<file path="config.mk">
export PLATFORM = sky130hd
export DESIGN_NAME = sd_card_cmd_responder
export DESIGN_NICKNAME = d
export VERILOG_FILES = /design/src/rtl/sd_card_cmd_responder.sv
export SDC_FILE = /design/constraint.sdc
export NUM_CORES = 1
export LEC_CHECK = 0
export CAP_MARGIN = 30
export CELL_PAD_IN_SITES_DETAIL_PLACEMENT = 1
export CELL_PAD_IN_SITES_GLOBAL_PLACEMENT = 2
export CORE_MARGIN = 2
export CORE_UTILIZATION = 34
export DETAILED_ROUTE_END_ITERATION = 16
export GPL_TIMING_DRIVEN = 0
export PLACE_DENSITY = 0.89
export SLEW_MARGIN = 20
export SYNTH_ARGS = -nofsm -noshare
export SYNTH_HDL_FRONTEND = slang
export SYNTH_SLANG_ARGS = --single-unit
export TNS_END_PERCENT = 5
</file>
<file path="constraint.sdc">
create_clock -name clk -period 3.1 [get_ports clk]
set_input_delay 0.775 -clock clk [delete_from_list [all_inputs] [get_ports clk]]
set_output_delay 0.775 -clock clk [all_outputs]
set_load 0.1 [all_outputs]
</file>
<file path="src/rtl/sd_card_cmd_responder.sv">
// sd_card_cmd_responder: card-side endpoint of the SD CMD line.
// Oversamples the host sd_clk, receives 48-bit commands, hands them to a card
// model and serialises 48-bit responses with an automatically generated CRC7.
// Build option: define SD_CMD_CRC_CHECK_EN to check the CRC7 of received
// commands. When it is undefined, the received CRC is ignored and
// cmd_crc_err is tied low.
module sd_card_cmd_responder #(
    parameter int unsigned SYNC_STAGES = 2,
    parameter int unsigned NCR_MIN     = 2,
    parameter int unsigned NCR_MAX     = 64
) (
    input  logic        clk,
    input  logic        rst_n,
    input  logic        sd_clk,
    input  logic        sd_cmd_in,
    output logic        sd_cmd_out,
    output logic        sd_cmd_oe,
    output logic        cmd_valid,
    output logic [5:0]  cmd_index,
    output logic [31:0] cmd_arg,
    output logic        cmd_crc_err,
    output logic        cmd_frame_err,
    output logic        rsp_ready,
    input  logic        rsp_valid,
    input  logic [5:0]  rsp_index,
    input  logic [31:0] rsp_payload
);

    localparam int unsigned FRAME_W = 48;
    localparam int unsigned CNT_W   = $clog2(NCR_MAX + NCR_MIN + 2) + 1;

    localparam logic [CNT_W-1:0] CNT_SAT      = '1;
    localparam logic [CNT_W-1:0] NCR_MIN_C    = CNT_W'(NCR_MIN);
    localparam logic [CNT_W-1:0] NCR_MAX_LAST = CNT_W'(NCR_MAX - 1);
    localparam logic [5:0]       LAST_RX_BIT  = 6'(FRAME_W - 1);

    typedef enum logic [2:0] {
        S_IDLE,
        S_RX,
        S_CHECK,
        S_WAIT_RSP,
        S_GAP,
        S_TX,
        S_REL
    } state_t;

    state_t                 state;
    logic [SYNC_STAGES-1:0] clk_sync;
    logic [SYNC_STAGES-1:0] cmd_sync;
    logic                   clk_prev;
    logic                   clk_s;
    logic                   cmd_s;
    logic                   sd_rise;
    logic                   sd_fall;
    logic [FRAME_W-1:0]     rx_shift;
    logic [FRAME_W-1:0]     tx_shift;
    logic [5:0]             bit_cnt;
    logic [CNT_W-1:0]       rise_cnt;
    logic                   rel_fall;

    // CRC7, polynomial x^7 + x^3 + 1, init 0, MSB first over 40 bits
    function automatic logic [6:0] crc7_calc(input logic [39:0] data);
        logic [6:0] crc;
        logic       fb;
        crc = '0;
        for (int i = 39; i >= 0; i--) begin
            fb  = data[i] ^ crc[6];
            crc = {crc[5:0], 1'b0} ^ (fb ? 7'h09 : 7'h00);
        end
        return crc;
    endfunction

    // Synchronised views of the host clock and CMD line plus edge strobes
    assign clk_s   = clk_sync[SYNC_STAGES-1];
    assign cmd_s   = cmd_sync[SYNC_STAGES-1];
    assign sd_rise = clk_s & ~clk_prev;
    assign sd_fall = ~clk_s & clk_prev;

`ifdef SD_CMD_CRC_CHECK_EN
    logic [6:0] rx_crc_calc;

    // CRC7 recomputed over the received start..argument bits
    assign rx_crc_calc = crc7_calc(rx_shift[47:8]);
`else
    assign cmd_crc_err = 1'b0;
`endif

    // Input synchronisers, frame receive, response handshake and CMD drive
    always_ff @(posedge clk) begin
        if (!rst_n) begin
            state         <= S_IDLE;
            clk_sync      <= '0;
            cmd_sync      <= '1;
            clk_prev      <= 1'b0;
            rx_shift      <= '0;
            tx_shift      <= '1;
            bit_cnt       <= '0;
            rise_cnt      <= '0;
            rel_fall      <= 1'b0;
            sd_cmd_out    <= 1'b1;
            sd_cmd_oe     <= 1'b0;
            cmd_valid     <= 1'b0;
            cmd_index     <= '0;
            cmd_arg       <= '0;
            cmd_frame_err <= 1'b0;
            rsp_ready     <= 1'b0;
`ifdef SD_CMD_CRC_CHECK_EN
            cmd_crc_err   <= 1'b0;
`endif
        end else begin
            clk_sync      <= {clk_sync[SYNC_STAGES-2:0], sd_clk};
            cmd_sync      <= {cmd_sync[SYNC_STAGES-2:0], sd_cmd_in};
            clk_prev      <= clk_s;
            cmd_valid     <= 1'b0;
            cmd_frame_err <= 1'b0;
`ifdef SD_CMD_CRC_CHECK_EN
            cmd_crc_err   <= 1'b0;
`endif
            // Rises since the command end bit; cleared in CHECK, saturating
            if (sd_rise && (rise_cnt != CNT_SAT)) begin
                rise_cnt <= rise_cnt + CNT_W'(1);
            end

            case (state)
                S_IDLE: begin
                    if (sd_rise && !cmd_s) begin
                        rx_shift <= {rx_shift[FRAME_W-2:0], cmd_s};
                        bit_cnt  <= 6'd1;
                        state    <= S_RX;
                    end
                end

                S_RX: begin
                    if (sd_rise) begin
                        rx_shift <= {rx_shift[FRAME_W-2:0], cmd_s};
                        bit_cnt  <= bit_cnt + 6'd1;
                        if (bit_cnt == LAST_RX_BIT) begin
                            state <= S_CHECK;
                        end
                    end
                end

                S_CHECK: begin
                    rise_cnt <= '0;
                    if (rx_shift[47] || !rx_shift[46]) begin
                        // Not a host command (e.g. another card's response)
                        state <= S_IDLE;
                    end else if (!rx_shift[0]) begin
                        cmd_frame_err <= 1'b1;
                        state         <= S_IDLE;
`ifdef SD_CMD_CRC_CHECK_EN
                    end else if (rx_crc_calc != rx_shift[7:1]) begin
                        cmd_crc_err <= 1'b1;
                        state       <= S_IDLE;
`endif
                    end else begin
                        cmd_index <= rx_shift[45:40];
                        cmd_arg   <= rx_shift[39:8];
                        cmd_valid <= 1'b1;
                        rsp_ready <= 1'b1;
                        state     <= S_WAIT_RSP;
                    end
                end

                S_WAIT_RSP: begin
                    if (rsp_valid && rsp_ready) begin
                        tx_shift  <= {2'b00, rsp_index, rsp_payload,
                                      crc7_calc({2'b00, rsp_index, rsp_payload}),
                                      1'b1};
                        rsp_ready <= 1'b0;
                        state     <= S_GAP;
                    end else if (sd_rise && (rise_cnt >= NCR_MAX_LAST)) begin
                        // Card model never answered: drop the response silently
                        rsp_ready <= 1'b0;
                        state     <= S_IDLE;
                    end
                end

                S_GAP: begin
                    if (sd_fall && (rise_cnt >= NCR_MIN_C)) begin
                        sd_cmd_out <= tx_shift[FRAME_W-1];
                        sd_cmd_oe  <= 1'b1;
                        tx_shift   <= {tx_shift[FRAME_W-2:0], 1'b1};
                        bit_cnt    <= LAST_RX_BIT;
                        state      <= S_TX;
                    end
                end

                S_TX: begin
                    if (sd_fall) begin
                        sd_cmd_out <= tx_shift[FRAME_W-1];
                        tx_shift   <= {tx_shift[FRAME_W-2:0], 1'b1};
                        bit_cnt    <= bit_cnt - 6'd1;
                        if (bit_cnt == 6'd1) begin
                            rel_fall <= 1'b0;
                            state    <= S_REL;
                        end
                    end
                end

                S_REL: begin
                    // Hold the line high one extra period before releasing it
                    if (sd_fall) begin
                        sd_cmd_out <= 1'b1;
                        if (!rel_fall) begin
                            rel_fall <= 1'b1;
                        end else begin
                            sd_cmd_oe <= 1'b0;
                            state     <= S_IDLE;
                        end
                    end
                end

                default: begin
                    state <= S_IDLE;
                end
            endcase
        end
    end

endmodule

</file>
==> Flow_metrics.wiki <==
{| class="wikitable"
! Metric !! Value
|-
| TritonCTS buffer count || 17
|-
| Number of hold violations in the final report || 0
|-
| Insertion delay to the later sink of the worst-skew pair || 430 ps
|-
| Async S/R FF share, synth || 0%
|-
| Cell family contributing the most delay on the critical path || XOR/XNOR gates
|-
| Most common flop cell mapped by yosys || dfxtp_1
|-
| Crit path buf inv count || 1
|-
| Power density over the cells || 615.7 mW/mm^2
|-
| Placed Area || 0.008486 mm^2
|-
| Final std cell area, no fill || 0.009179 mm^2
|-
| Clock sinks || 161
|-
| Pre-Repair DR Iteration Count || 4
|-
| Type of element capturing the critical path || flop
|-
| Leakage power || 3.198 nW
|-
| Max Clock Skew || 13.05 ps
|-
| Cell chain of the critical path || clkdlybuf4s50_1 -> xnor2_4 -> xnor2_2 -> xnor3_2 -> xor3_2 -> xnor2_4 -> xnor2_2 -> o221ai_1
|-
| GRT overflow || 0
|-
| Area growth syn-to-layout || 25.72%
|-
| Chip Width || 150.5 um
|-
| Port buffer count || 84
|-
| Share of the synthesized area in compound gates (AO/OA/AOI/OAI) || 18.73%
|-
| Xor/xnor cell area share of the yosys netlist || 12.05%
|-
| Ant diodes || 0
|-
| Delay of the slowest cell on the worst path || 540 ps
|-
| Placed cell count || 1,200
|-
| Achievable Freq || 327.6 MHz
|-
| Multiplexer area fraction after synthesis || 0%
|-
| Total Wirelength || 19,530 um
|-
| Startpoint Class || primary input
|-
| Fin crit share || 98.46%
|-
| Final non-filler cell total || 1,233
|-
| Proportion of layout cells with a drive suffix above 1 || 5.637%
|-
| Count of unresolved DRC violations after routing || 0
|-
| Clock group share of total power || 38.0%
|-
| Share of total power consumed by net switching || 29.39%
|-
| Std-Cell Core Area || 0.02102 mm^2
|-
| Final-report max-slew violation count || 0
|-
| Number of synthesis warnings || 0
|-
| Share of synthesized cell area in full adder, half adder and majority cells || 0.8569%
|-
| Total via count in the routed design || 6,194
|-
| Headroom to the max-slew limit || 31.22%
|-
| Post-Syn Area per Cell || 8.681 um^2
|-
| Remaining antenna violation count after routing || 0
|-
| Synthesized-area fraction occupied by and/or/nand/nor cells || 20.67%
|-
| Largest family of logic cells by synthesized area || simple AND/OR/NAND/NOR gates
|-
| Number of hold buffers added after CTS || 0
|-
| Run status || finished, final reports clean
|-
| Total Routing Usage GR || 17.82%
|-
| Wire length per cell after detailed routing || 15.84 um
|-
| Data arrival, critical path || 3330 ps
|-
| Maximum fanout along the worst path || 2
|-
| Netlist area before placement || 0.007301 mm^2
|-
| DPL Wire Length || 13,960 um
|-
| Via count of the first global-routing pass || 6,210
|-
| Minimum clock period || 3052 ps
|-
| H-Tree Level Count || 4
|-
| Number of standard-cell rows in the floorplan || 53
|-
| Count of distinct cell types in the synthesized netlist || 48
|-
| Path category of the worst min-delay check || flop to flop
|-
| # nets final || 993
|-
| Boundary pin count || 87
|-
| Initial antenna violation count || 0
|-
| Logic gate share of total power || 24.5%
|-
| Count of state elements after synthesis || 161
|-
| Gp weighted congestion || 0.7921
|-
| Max Cap Viol || 0
|-
| Clock transition at path regs || 70 ps
|-
| Die area || 0.02266 mm^2
|-
| Pin count of the biggest net entering global routing || 17
|-
| Initial core utilization || 34.73%
|-
| Slew @ Worst Pin || 1028 ps
|-
| RSZ-0062 raised after global routing || false
|-
| Y dimension of the die || 150.5 um
|-
| Setup violation total in the final timing report || 0
|-
| Slowest library cell on the worst path || clkdlybuf4s50_1
|-
| CTS tree || done
|-
| Worst-case vdd ir drop || 0.0003704 V
|-
| Seq/Total Area, Yosys || 44.15%
|-
| Number of nets produced by synthesis || 889
|-
| Number of enable flip-flop cells after synthesis || 0
|-
| Max clock buf depth || 2
|-
| Psw || 0.001661 W
|-
| Commonest cells after routing, fill and taps aside || nand2_1, dfxtp_1, a21boi_0
|-
| Critical path class || primary input to flop
|-
| P_int || 0.003991 W
|-
| Leading cell type in the layout, fill and taps excluded || nand2_1
|-
| Wire length of the first global-routing pass || 32,010 um
|-
| Via density per instance || 5.024
|-
| Root Buffer Master || clkbuf_16
|-
| Power share of the sequential group || 37.5%
|-
| Worst Path Required || 3380 ps
|-
| Number of DRC markers in iteration 0 || 278
|-
| Post-synthesis instance total || 841
|}
[synth_stat cells (2+ instances only)]
cell type  number  area, um^2
nor3_1          2       10.01
o221ai_1       44       385.4
a21oi_1        20       100.1
dfxtp_1       161        3223
inv_1           5       18.77
xnor3_2         3       71.32
xor3_2          2       50.05
nand3_1        10       50.05
a31oi_1         4       25.02
xnor2_2         5       81.33
ha_1            5       62.56
o211a_1         2       20.02
a21boi_0       87       653.1
xnor2_1        41       359.1
a21o_1          2       15.01
nand4_1         5       31.28
nand2b_1        3       18.77
nand2_1       243       912.1
o2111ai_1       2       17.52
nor3b_1         2       15.01
o21ai_0        11       55.05
nor2b_1         5       31.28
nor2_1         27       101.4
buf_1           3       11.26
and2_1          7       43.79
clkbuf_1       58       217.7
xor2_1         13       113.9
a211oi_1        2       15.01
xnor3_1         8       180.2
or3_1          39       244.0
o31ai_1         2       15.01
nor4_1          2       12.51
[logic make-up (layout without fill, tap and decap cells)]
| kind of cell | Yosys count | count (layout) |
|---|---|---|
| xor gates and xnor gates | 73 | 73 |
| DFF | 161 | 161 |
| other | 1 | 1 |
| buffers and inverters | 67 | 184 |
| AOI/OAI and AO/OA | 184 | 184 |
| and+or+nand+nor | 350 | 350 |
| adders and majority gates | 5 | 5 |
[path summary, 6_finish.rpt]
kind | end | cells after the start | slack, ps | startpoint
min | cmd_sync[1]$_SDFF_PN1_ | 1 | 410 | cmd_sync[0]$_SDFF_PN1_
max | tx_shift[2]$_SDFFE_PN1P_ | 8 | 50 | rsp_index[1]
max reg2reg | tx_shift[45]$_SDFFE_PN1P_ | 11 | 330 | rise_cnt[0]$_SDFFE_PP0P_
min reg2reg | cmd_sync[1]$_SDFF_PN1_ | 1 | 410 | cmd_sync[0]$_SDFF_PN1_
[power by group through the flow]
stage               logic [W]  clock network, W  registers (W)
finish                0.00139           0.00215        0.00212
global route          0.00147           0.00228        0.00212
CTS                   0.00136           0.00220        0.00212
detailed placement    0.00124                 0        0.00216
global placement      0.00123                 0        0.00216
floorplan            0.000951                 0        0.00216
[layer usage]
metal / up-vias / share of wire [%] / track usage (%)
li1: 3087 / - / -
met1: 2979 / 47 / 23.07
met2: 108 / 48 / 30.36
met3: 20 / 3.3 / 2.879
met4: 0 / 1.3 / 5.566
met5: - / 0 / 0
[area by class of cell]
class                           instances  area (um^2)
Inverter                                5        18.77
Multi-Input combinational cell        613         3902
Buffer                                 61        232.7
Clock buffer                           17        425.4
Sequential cell                       161         3223
Timing Repair Buffer                   86        864.6
Clock inverter                         15        167.7
Tap cell                              275        344.1
Fill cell                            2460        11840
[repair_timing]
| item | 4_1_cts | 5_1_grt |
|---|---|---|
| buffers inserted | 1 | 1 |
| pin swaps | 4 | 8 |
| endpoints found under the setup margin | 5 | 6 |
| gates resized for setup | 3 | 12 |
[sequential cells by signal, indices dropped and copies added (netlist names), 2 cells and up]
signal	count
rise_cnt	8
cmd_arg	32
clk_sync	2
bit_cnt	6
cmd_index	6
cmd_sync	2
rx_shift	48
state	3
tx_shift	47
[metrics by stage]
stage | power (W) | hold WS, ps | setup TNS (ps) | setup slack, ps | utilization [%]
2_1_floorplan | 0.003106 | 386.3 | 0 | 329.8 | -
3_5_place_dp | 0.003405 | 398.0 | -3364 | -628.5 | 40.37
3_3_place_gp | 0.003393 | 390.2 | -3130 | -558.0 | 40.37
6_report | 0.005652 | 408.0 | 0 | 47.71 | 43.66
4_1_cts | 0.005672 | 413.6 | 0 | 5.101 | 43.31
5_1_grt | 0.005873 | 437.5 | 0 | 0.4772 | 43.66
No activity file was read; power rests on OpenSTA's default activity.
